<file path="src/rtl/shift_ctrl_pkg.sv">
// Shared encodings for the word-to-bit serializer controller and its shift register.
// Latency: n/a (types and constants only).
// Backpressure: n/a.
package shift_ctrl_pkg;

   // Controller FSM states
   typedef enum logic [1:0] {
      ST_IDLE  = 2'd0,
      ST_SHIFT = 2'd1,
      ST_GAP   = 2'd2
   } state_t;

   // Shift-register operation selected by the controller each cycle
   typedef enum logic [1:0] {
      MD_HOLD  = 2'd0,
      MD_LOAD  = 2'd1,
      MD_SHIFT = 2'd2
   } shift_mode_t;

   // Counter width able to hold 0..n-1, never narrower than one bit
   function automatic int cnt_bits(input int n);
      return (n <= 2) ? 1 : $clog2(n);
   endfunction

endpackage

</file>
<file path="src/rtl/shift_reg_piso.sv">
// Parallel-in serial-out shift register driven by an explicit hold/load/shift mode.
// Latency: load or shift takes effect at the next rising edge; o_ser is a pure decode of the register.
// Backpressure: none here; the controller holds the register with MD_HOLD while downstream stalls.
module shift_reg_piso
   import shift_ctrl_pkg::*;
#(
   parameter int WIDTH     = 4,
   parameter bit MSB_FIRST = 1'b1
) (
   input  logic             clk,
   input  logic             reset,
   input  shift_mode_t      i_mode,
   input  logic [WIDTH-1:0] i_data,
   output logic             o_ser
);

   logic [WIDTH-1:0] r_sr;
   logic [WIDTH-1:0] w_shifted;

   // Next value of the register when one bit is consumed: the sent bit falls off the
   // output end and a zero enters from the other side.
   generate
      if (MSB_FIRST) begin : g_msb
         assign w_shifted = {r_sr[WIDTH-2:0], 1'b0};
         assign o_ser     = r_sr[WIDTH-1];
      end else begin : g_lsb
         assign w_shifted = {1'b0, r_sr[WIDTH-1:1]};
         assign o_ser     = r_sr[0];
      end
   endgenerate

   // Register update: load a new word, advance one bit, or hold through a stall
   always_ff @(posedge clk or posedge reset) begin
      if (reset) begin
         r_sr <= '0;
      end else begin
         case (i_mode)
            MD_LOAD:  r_sr <= i_data;
            MD_SHIFT: r_sr <= w_shifted;
            default:  r_sr <= r_sr;
         endcase
      end
   end

endmodule

</file>
<file path="src/rtl/shift_reg_serializer_ctrl.sv">
// Serializes WIDTH-bit words into a framed bit stream with optional idle gap between frames.
// Latency: word accepted at edge k -> first bit valid in cycle k+1; a frame is WIDTH accepted bits.
// Backpressure: ser_ready low freezes the current bit and all flags; in_ready drops while a frame is in flight.
module shift_reg_serializer_ctrl
   import shift_ctrl_pkg::*;
#(
   parameter int WIDTH     = 4,
   parameter int GAP       = 1,
   parameter bit MSB_FIRST = 1'b1
) (
   input  logic             clk,
   input  logic             reset,
   input  logic             in_valid,
   input  logic [WIDTH-1:0] in_data,
   output logic             in_ready,
   input  logic             ser_ready,
   output logic             ser_valid,
   output logic             ser_out,
   output logic             frame_start,
   output logic             frame_end,
   output logic             busy
);

   localparam int CW = cnt_bits(WIDTH);
   localparam int GW = cnt_bits(GAP + 1);

   localparam logic [CW-1:0] CNT_LAST_BIT = CW'(WIDTH - 1);
   localparam logic [GW-1:0] GAP_RELOAD   = (GAP > 0) ? GW'(GAP - 1) : '0;
   localparam bit            GAP_EN       = (GAP > 0);

   state_t        r_state;
   logic [CW-1:0] r_bit_cnt;
   logic [GW-1:0] r_gap_cnt;
   logic          r_ser_valid;
   logic          r_frame_start;
   logic          r_frame_end;
   logic          r_busy;

   logic          w_last_bit;
   logic          w_bit_acc;
   logic          w_chain_rdy;
   logic          w_load;
   logic          w_piso_ser;
   shift_mode_t   w_mode;

   // The counter reaches 0 on the final bit of the frame; an accepted final bit ends the frame
   assign w_last_bit  = (r_state == ST_SHIFT) && (r_bit_cnt == '0);
   assign w_bit_acc   = (r_state == ST_SHIFT) && ser_ready;

   // With no gap configured, the next word may be taken on the same edge the last bit leaves
   assign w_chain_rdy = !GAP_EN && w_last_bit && ser_ready;

   assign in_ready    = !reset && ((r_state == ST_IDLE) || w_chain_rdy);
   assign w_load      = in_valid && in_ready;

   // Pick the shift-register operation: a load wins over shifting out the final bit
   always_comb begin
      w_mode = MD_HOLD;
      if (w_load) begin
         w_mode = MD_LOAD;
      end else if (w_bit_acc) begin
         w_mode = MD_SHIFT;
      end
   end

   shift_reg_piso #(
      .WIDTH     (WIDTH),
      .MSB_FIRST (MSB_FIRST)
   ) u_piso (
      .clk    (clk),
      .reset  (reset),
      .i_mode (w_mode),
      .i_data (in_data),
      .o_ser  (w_piso_ser)
   );

   // Frame sequencer: state, bit and gap counters, and the registered status outputs.
   // Outputs are computed for the state being entered so they line up with the bit on ser_out;
   // a stall in SHIFT leaves every register untouched.
   always_ff @(posedge clk or posedge reset) begin
      if (reset) begin
         r_state       <= ST_IDLE;
         r_bit_cnt     <= '0;
         r_gap_cnt     <= '0;
         r_ser_valid   <= 1'b0;
         r_frame_start <= 1'b0;
         r_frame_end   <= 1'b0;
         r_busy        <= 1'b0;
      end else begin
         case (r_state)
            ST_IDLE: begin
               if (w_load) begin
                  r_state       <= ST_SHIFT;
                  r_bit_cnt     <= CNT_LAST_BIT;
                  r_ser_valid   <= 1'b1;
                  r_frame_start <= 1'b1;
                  r_frame_end   <= 1'b0;
                  r_busy        <= 1'b1;
               end
            end

            ST_SHIFT: begin
               if (ser_ready) begin
                  if (r_bit_cnt == '0) begin
                     if (GAP_EN) begin
                        r_state       <= ST_GAP;
                        r_gap_cnt     <= GAP_RELOAD;
                        r_ser_valid   <= 1'b0;
                        r_frame_start <= 1'b0;
                        r_frame_end   <= 1'b0;
                        r_busy        <= 1'b1;
                     end else if (w_load) begin
                        r_bit_cnt     <= CNT_LAST_BIT;
                        r_ser_valid   <= 1'b1;
                        r_frame_start <= 1'b1;
                        r_frame_end   <= 1'b0;
                        r_busy        <= 1'b1;
                     end else begin
                        r_state       <= ST_IDLE;
                        r_ser_valid   <= 1'b0;
                        r_frame_start <= 1'b0;
                        r_frame_end   <= 1'b0;
                        r_busy        <= 1'b0;
                     end
                  end else begin
                     r_bit_cnt     <= r_bit_cnt - 1'b1;
                     r_frame_start <= 1'b0;
                     r_frame_end   <= (r_bit_cnt == CW'(1));
                  end
               end
            end

            ST_GAP: begin
               if (r_gap_cnt == '0) begin
                  r_state <= ST_IDLE;
                  r_busy  <= 1'b0;
               end else begin
                  r_gap_cnt <= r_gap_cnt - 1'b1;
               end
            end

            default: begin
               r_state       <= ST_IDLE;
               r_ser_valid   <= 1'b0;
               r_frame_start <= 1'b0;
               r_frame_end   <= 1'b0;
               r_busy        <= 1'b0;
            end
         endcase
      end
   end

   // Serial data is forced low whenever no bit is being offered
   assign ser_out     = w_piso_ser & r_ser_valid;
   assign ser_valid   = r_ser_valid;
   assign frame_start = r_frame_start;
   assign frame_end   = r_frame_end;
   assign busy        = r_busy;

endmodule

</file>
<file path="config.mk">
export PLATFORM = sky130hd
export DESIGN_NAME = shift_reg_serializer_ctrl
export DESIGN_NICKNAME = d
export VERILOG_FILES = /design/src/rtl/shift_ctrl_pkg.sv /design/src/rtl/shift_reg_piso.sv /design/src/rtl/shift_reg_serializer_ctrl.sv
export SDC_FILE = /design/constraint.sdc
export NUM_CORES = 1
export LEC_CHECK = 0
export ABC_AREA = 1
export CAP_MARGIN = 25
export CELL_PAD_IN_SITES_DETAIL_PLACEMENT = 1
export CELL_PAD_IN_SITES_GLOBAL_PLACEMENT = 1
export CORE_MARGIN = 2
export CORE_UTILIZATION = 38
export CTS_CLUSTER_SIZE = 12
export DETAILED_ROUTE_END_ITERATION = 16
export GPL_ROUTABILITY_DRIVEN = 0
export GPL_TIMING_DRIVEN = 0
export PLACE_DENSITY_LB_ADDON = 0.1
export SYNTH_ARGS = -nofsm -noshare
export SYNTH_HDL_FRONTEND = slang
export SYNTH_SLANG_ARGS = --single-unit
</file>
<file path="constraint.sdc">
create_clock -name clk -period 3.45 [get_ports clk]
set_input_delay 0.345 -clock clk [delete_from_list [all_inputs] [get_ports clk]]
set_output_delay 0.345 -clock clk [all_outputs]
set_load 0.02 [all_outputs]
</file>
==> results of run 1 <==
## metal layers
| layer | wire length, um | track usage (%) |
|---|---|---|
| met1 | 582 | 19.2 |
| met2 | 688 | 27.1 |
| met3 | 54 | 3.60 |
| met4 | 13 | 7.06 |
| met5 | 0 | 0 |
## cell usage in the layout (no fill, tap or decap), drive strengths merged
master	instances
nor3	1
o21bai	1
clkdlybuf4s50	13
nand3	19
o21ai	4
ha	2
nand4	1
a21oi	1
dfrtp	12
nand2	16
clkbuf	4
nand3b	1
nor2	4
inv	12
## synthesized netlist by cell type, drive strengths merged
cell type   n  area (um^2)
o21bai      1         7.51
nand3      19          113
nand2      16         67.6
nor2        4         22.5
nand4       1         6.26
nand3b      1         7.51
nor3        1         10.0
ha          2         25.0
dfrtp      12          300
o21ai       4         31.3
a21oi       1         5.00
inv        12         45.0
## metrics by stage
| step | util (%) | instances | hold WS [ns] | power, uW | worst slack, ns |
|---|---|---|---|---|---|
| floorplan | - | 74 | 0.218 | 504 | 2.21 |
| global placement | 51.3 | 103 | 0.453 | 612 | 1.25 |
| global route | 53.7 | 107 | 0.538 | 800 | 1.21 |
| finish | 53.7 | 107 | 0.483 | 734 | 1.29 |
| detailed placement | 51.3 | 103 | 0.468 | 629 | 1.29 |
| CTS | 53.7 | 107 | 0.489 | 747 | 1.27 |
## worst min-delay path: stages (launching register included)
cell,delay [ns]
dfrtp_1,0.35
nand2_1,0.06
nand2_1,0.05
## power by group
| group | total, uW | switching [uW] | internal, uW |
|---|---|---|---|
| clock | 114 | 49.6 | 64.1 |
| combinational | 372 | 217 | 155 |
| sequential | 248 | 44.0 | 204 |
| total | 734 | 310 | 423 |
## sequential cells by signal, summed over array words and instances (netlist names)
signal       flops
busy             1
ser_valid        1
r_bit_cnt        2
frame_end        1
frame_start      1
r_state          2
u_piso.r_sr      4
## path summary, 6_finish.rpt
check / from / end / cells after the start
max: reset / in_ready / 3
min: frame_end / frame_end / 2
max reg2reg: r_state[1] / u_piso.r_sr[1] / 4
min reg2reg: frame_end / frame_end / 2
max in group asynchronous: reset / u_piso.r_sr[3] / 2
min in group asynchronous: reset / u_piso.r_sr[2] / 2
## cell type report
type	count	area, um^2
flip-flops and latches	12	300
clock buffers	4	36.3
repair buffers	13	130
inverters	12	45.0
well taps	16	20.0
multi-input cells	50	295
fillers	190	714
## kinds of logic after synthesis
family | count (synthesis) | synth area share, %
flops | 12 | 46.9
fa+ha+maj | 2 | 3.91
simple gates | 42 | 35.4
compound gates | 6 | 6.84
buf+inv | 12 | 7.03
==> results.cfg, run 1 <==
[critical_path]
end_kind = output port
critPathArrivalTime_ns = 1.82
crit_path_cell_trace = clkdlybuf4s50_1 -> nor3_2 -> clkdlybuf4s50_1
path_buf_inv = 2
crit_family = buffers and inverters
cp_slowest_cell = clkdlybuf4s50_1
cp_common_cell = clkdlybuf4s50_1
cp_max_fo = 5
required_ns = 3.11
start_kind = input pin
crit_type = in -> out
ff2ff_setup_slack_ns = 2.13
critical-path-max-stage-delay_ns = 0.67

[logic_synthesis]
syn_area_um2 = 641
synth_area_per_cell_um2 = 8.66
synth_fp_nets = 84
syn_inst = 74
synth-seq-cells = 12
yosys_warnings = 0
ys_seq_area_share_pct = 46.9
synthDistinctLibCells = 18

[sta]
worst_slew_pin_slew_ns = 0.504
rsz0062_at_grt = false
tns_ns = 0
finalCritPeriodShare_pct = 62.7
hold_viol_final = 0
fmax_ghz = 0.463
skew_ns = 0.000309
setup_violations = 0
layout_min_cycle_time_ns = 2.16
slew_violations = 0
slew_headroom_pct = 66.4

[grt]
grt_usage_pct = 16.0
grt_pass1_wl_um = 2320
first_global_vias = 565
antenna_found_initial = 0
grt_overflow = 0
grt_max_degree = 14

[route]
wl_per_cell_um = 12.5
route.detailed.drc = 0
dr_total_vias = 567
drt_first_pass_iters = 4
wl_um = 1340
vias_per_cell = 5.30
drtIter0Drc = 9
drt.antenna.violating_nets = 0

[final_layout]
layout.nets = 102
diodes = 0
drive_gt1_share_pct = 12.1
area_growth_pct = 29.1
fin_area_um2 = 827

[clock_tree]
htreeDepth = 1
cts_buffer_depth = 2
clk_pin_slew_ns = 0.08
clock_latency_ns = 0.27
cts_hold_buf = 0
cts_tree = done
cts_sinks = 12
cts_setup_buffers = 0
cts_root_buf = clkbuf_4
numCtsBuffers = 3
cts-resized-gates = 0

[place]
placedInstanceArea_um2 = 791
dp_hpwl_um = 1060
portBuffers = 13

[floorplanning]
start_util_pct = 41.6
die_height_um = 45.1
die_area_um2 = 2030
io-pin-count = 14
core-area_um2 = 1540
std_cell_rows = 14
dieWidth_um = 45.1

[flow_run]
max_cap_viol_count = 0

[hold_path]
hold_class = reg -> reg

[power]
p_per_area_nw_per_um2 = 887
power_leakage_uw = 0.000430
worst_ir_drop_vdd_mv = 0.387

[run_status]
status = finished, final reports clean
(Power assumes the default switching activity.)
==> inputs of run 2 (changes only) <==
Settings changed: CORE_UTILIZATION 38 to 35.
Clock period 3.45 ns to 2 ns, I/O delays scaled along.
==> results.cfg, run 2 (same netlist as run 1, synthesis figures left out) <==
[sta]
setup_violations = 0
slew_headroom_pct = 65.5
worst_slew_pin_slew_ns = 0.517
hold_viol_final = 0
rsz0062_at_grt = false
skew_ns = 0.000769
layout_min_cycle_time_ns = 1.56
slew_violations = 0
fmax_ghz = 0.639
finalCritPeriodShare_pct = 78.2
tns_ns = 0

[grt]
grt_max_degree = 14
grt_pass1_wl_um = 2260
first_global_vias = 518
grt_usage_pct = 15.2
antenna_found_initial = 0
grt_overflow = 0

[critical_path]
ff2ff_setup_slack_ns = 0.64
reg2reg_depth = 4
crit_family = buffers and inverters
r2r-end = u_piso.r_sr[2]
cp_slowest_cell = clkdlybuf4s50_1
cp_common_cell = nand3_1
critical-path-max-stage-delay_ns = 0.52
crit_type = in -> reg
end_kind = register
critPathArrivalTime_ns = 1.72
crit_path_cell_trace = clkdlybuf4s50_1 -> inv_1 -> nand3_1 -> nand3_1 -> nand3_1
r2r_start = r_state[1]
required_ns = 2.16
start_kind = input pin
path_buf_inv = 2
cp_max_fo = 13

[hold_path]
hold_class = in -> async

[floorplanning]
std_cell_rows = 15
start_util_pct = 37.1
core-area_um2 = 1730
dieWidth_um = 46.8
io-pin-count = 14
die_height_um = 46.8
die_area_um2 = 2190

[final_layout]
final_cell_mix = 17 x nand3_1, 15 x nand2_1, 12 x dfrtp_1, 12 x clkdlybuf4s50_1, 11 x inv_1
nFillCells = 208
stdcell_count = 116
layout.nets = 102
final_core_util_pct = 49.1
reg.largest.list = u_piso.r_sr x4, r_bit_cnt x2, r_state x2
largest_reg_flops = 4
drive_gt1_share_pct = 12.1
fin_area_um2 = 847
area_growth_pct = 32.2
top_register = u_piso.r_sr
diodes = 0
layout_commonest_cell = nand3_1

[route]
dr_total_vias = 545
drt.antenna.violating_nets = 0
wl_um = 1400
vias_per_cell = 4.70
drt_first_pass_iters = 4
route.detailed.drc = 0
drtIter0Drc = 11
wl_per_cell_um = 12.1

[clock_tree]
clock_latency_ns = 0.27
cts_sinks = 12
clk_pin_slew_ns = 0.08
cts_hold_buf = 0
htreeDepth = 1
cts_setup_buffers = 0
numCtsBuffers = 3
cts_tree = done
cts_root_buf = clkbuf_4
cts_buffer_depth = 2

[power]
worst_ir_drop_vdd_mv = 0.622
power_leakage_uw = 0.000445
p_per_area_nw_per_um2 = 1500

[place]
portBuffers = 13
placedInstanceArea_um2 = 802
placed_cells = 112
dp_hpwl_um = 1040

[flow_run]
max_cap_viol_count = 0

[run_status]
status = finished, final reports clean
## run 2: cell types whose count changed in the layout (fill, tap and decap cells not counted), sizes merged
cell,change
dlymetal6s2s,+1
clkdlybuf4s50,-1
## run 2: worst max-delay path by stage
stage               slack [ns]  cells past startpoint  startpoint        endpoint
detailed placement        0.10                      3       reset        in_ready
floorplan                 0.81                      3  r_state[1]  u_piso.r_sr[1]
CTS                       0.04                      2  r_state[1]        in_ready
finish                    0.44                      5       reset  u_piso.r_sr[2]
global route              0.27                      5       reset  u_piso.r_sr[2]
global placement          0.08                      3       reset        in_ready
## run 2: cell type report
type                       count  area (um^2)  area share [%]
tap                           25         31.3            3.69
timing repair buffer          13          133            15.7
clock buffer                   4         36.3            4.28
multi-input combinational     50          302            35.6
sequential                    12          300            35.5
inverter                      12         45.0            5.32
## run 2: report_power, final
part	total [uW]	internal (uW)	leakage (uW)	switching, uW
clock	200	111	0.0000210	89.1
combinational	637	269	0.000273	368
sequential	432	352	0.000151	79.8
total	1270	732	0.000445	537
## run 2: what timing repair did
item                       CTS  global route
setup endpoints to repair    1             1
gates resized for setup      1             1
cloned                       0             0
## run 2: per-stage QoR
step / total power [uW] / hold WS (ns) / setup slack, ns
floorplan: 869 / 0.0730 / 0.813
global placement: 1060 / 0.454 / 0.0759
detailed placement: 1080 / 0.458 / 0.100
CTS: 1300 / 0.443 / 0.0447
global route: 1390 / 0.488 / 0.266
finish: 1270 / 0.439 / 0.436
## run 2: metal layers
| metal | wire (um) | share of wire (%) | vias to the layer above | global-route usage (%) |
|---|---|---|---|---|
| met4 | 21 | 1.5 | 0 | 8.33 |
| met3 | 38 | 2.7 | 2 | 3.46 |
| met5 | 0 | 0 | - | 0 |
| met1 | 672 | 48 | 259 | 20.3 |
| met2 | 670 | 48 | 9 | 22.7 |
| li1 | - | - | 275 | - |
==> inputs of run 3 (changes only) <==
Settings changed: CORE_UTILIZATION 35 to 32.
Clock period 2 ns to 1.3 ns, I/O delays scaled along.
==> results.cfg, run 3 (same netlist as run 1, synthesis figures left out) <==
[floorplanning]
io-pin-count = 14
start_util_pct = 33.3
dieWidth_um = 48.7
std_cell_rows = 16
core-area_um2 = 1920
die_area_um2 = 2380
die_height_um = 48.7

[sta]
layout_min_cycle_time_ns = 1.25
setup_violations = 0
slew_headroom_pct = 76.8
hold_viol_final = 0
rsz0062_at_grt = true
tns_ns = 0
fmax_ghz = 0.799
finalCritPeriodShare_pct = 96.2
slew_violations = 0
worst_slew_pin_slew_ns = 0.348
skew_ns = 0.00612

[power]
worst_ir_drop_vdd_mv = 1.17
p_per_area_nw_per_um2 = 2230
finalPower_uw = 1990
power_leakage_uw = 0.000462

[grt]
antenna_found_initial = 0
first_global_vias = 569
grt_overflow = 0
grt_pass1_wl_um = 2600
grt_usage_pct = 14.6
grt_max_degree = 13

[final_layout]
largest_reg_flops = 4
top_register = u_piso.r_sr
nFillCells = 235
reg.largest.list = u_piso.r_sr x4, r_bit_cnt x2, r_state x2
final_core_util_pct = 46.4
fin_area_um2 = 891
layout.nets = 106
seq_area_um2 = 303
multi_input_area_um2 = 325
area_growth_pct = 39.1
layout_commonest_cell = nand3_1
final_cell_mix = 16 x nand3_1, 15 x nand2_1, 10 x dfrtp_1
diodes = 0
drive_gt1_share_pct = 24.5
stdcell_count = 121

[run_status]
status = finished, final reports clean

[critical_path]
start_kind = register
required_ns = 1.17
end_kind = output port
cp_slowest_cell = dfrtp_2
worstSetupStartpoint = r_state[0]
path_buf_inv = 1
crit_path_cell_trace = nor3_4 -> buf_6
critical-path-max-stage-delay_ns = 0.45
crit_type = reg -> out
r2r_start = r_state[0]
crit_family = flip-flops
cp_max_fo = 4
critPathArrivalTime_ns = 1.12

[clock_tree]
cts_root_buf = clkbuf_4
clock_latency_ns = 0.27
htreeDepth = 1
cts_tree = done
clk_pin_slew_ns = 0.07
cts_hold_buf = 0
cts_sinks = 12
cts_buffer_depth = 2
numCtsBuffers = 3

[route]
route.detailed.drc = 0
drtIter0Drc = 1
wl_per_cell_um = 12.4
dr_total_vias = 572
drt.antenna.violating_nets = 0
vias_per_cell = 4.73
drt_first_pass_iters = 2
wl_um = 1500

[place]
placed_cells = 114
portBuffers = 13
placedInstanceArea_um2 = 805
dp_hpwl_um = 1050

[flow_run]
max_cap_viol_count = 0

[hold_path]
hold_class = in -> async
-- run 3: cell types whose count changed in the layout (fill, tap and decap cells not counted), moves of 2 or more --
cell,previous run,this run
dlygate4sd2_1,0,5
clkdlybuf4s50_1,12,6
inv_1,11,9
buf_4,0,4
dfrtp_2,0,2
dfrtp_1,12,10
-- run 3: power by group --
| part | total, uW | leakage, uW | internal [uW] | switching (uW) |
|---|---|---|---|---|
| clock | 225 | 0.0000138 | 107 | 118 |
| sequential | 668 | 0.000148 | 546 | 122 |
| combinational | 1090 | 0.000300 | 464 | 630 |
-- run 3: stage by stage --
stage / setup slack (ns) / hold slack (ns)
after floorplan: 0.113 / 0.00301
final: 0.0489 / 0.0564
after global routing: -0.00745 / 0.0709
after detailed placement: -0.491 / 0.458
after CTS: 0.00745 / 0.411
after global placement: -0.474 / 0.454
-- run 3: what timing repair did --
item                                    4_1_cts  5_1_grt
gates resized for setup                      13        9
buffers inserted                              2        2
endpoints found under the setup margin       12        8
pin swaps                                     1        2
-- run 3: layer usage --
layer	track usage, %	wire length [um]	vias up
met5	0	0	-
met4	2.86	15	0
met1	18.8	693	275
li1	-	-	285
met2	24.2	753	10
met3	4.63	35	2
-- run 3: tightest hold or removal path, delay by kind of cell --
kind | cells | cell delay (ns)
buffers and inverters | 3 | 0.56
-- run 3: cell type report --
type / count / share of cell area, %
clock buffer: 3 / 2.53
inverter: 12 / 5.48
multi-input combinational: 50 / 36.5
sequential: 12 / 34.0
tap: 27 / 3.79
timing repair buffer: 17 / 17.7
-- run 3: final timing paths --
check | to | slack (ns) | cells past startpoint
min in group clk | u_piso.r_sr[0] | 0.41 | 3
max reg2reg | u_piso.r_sr[1] | 0.11 | 5
max | in_ready | 0.05 | 2
max in group asynchronous | r_state[1] | 1.07 | 3
min | r_bit_cnt[1] | 0.06 | 3
min reg2reg | frame_start | 0.46 | 2
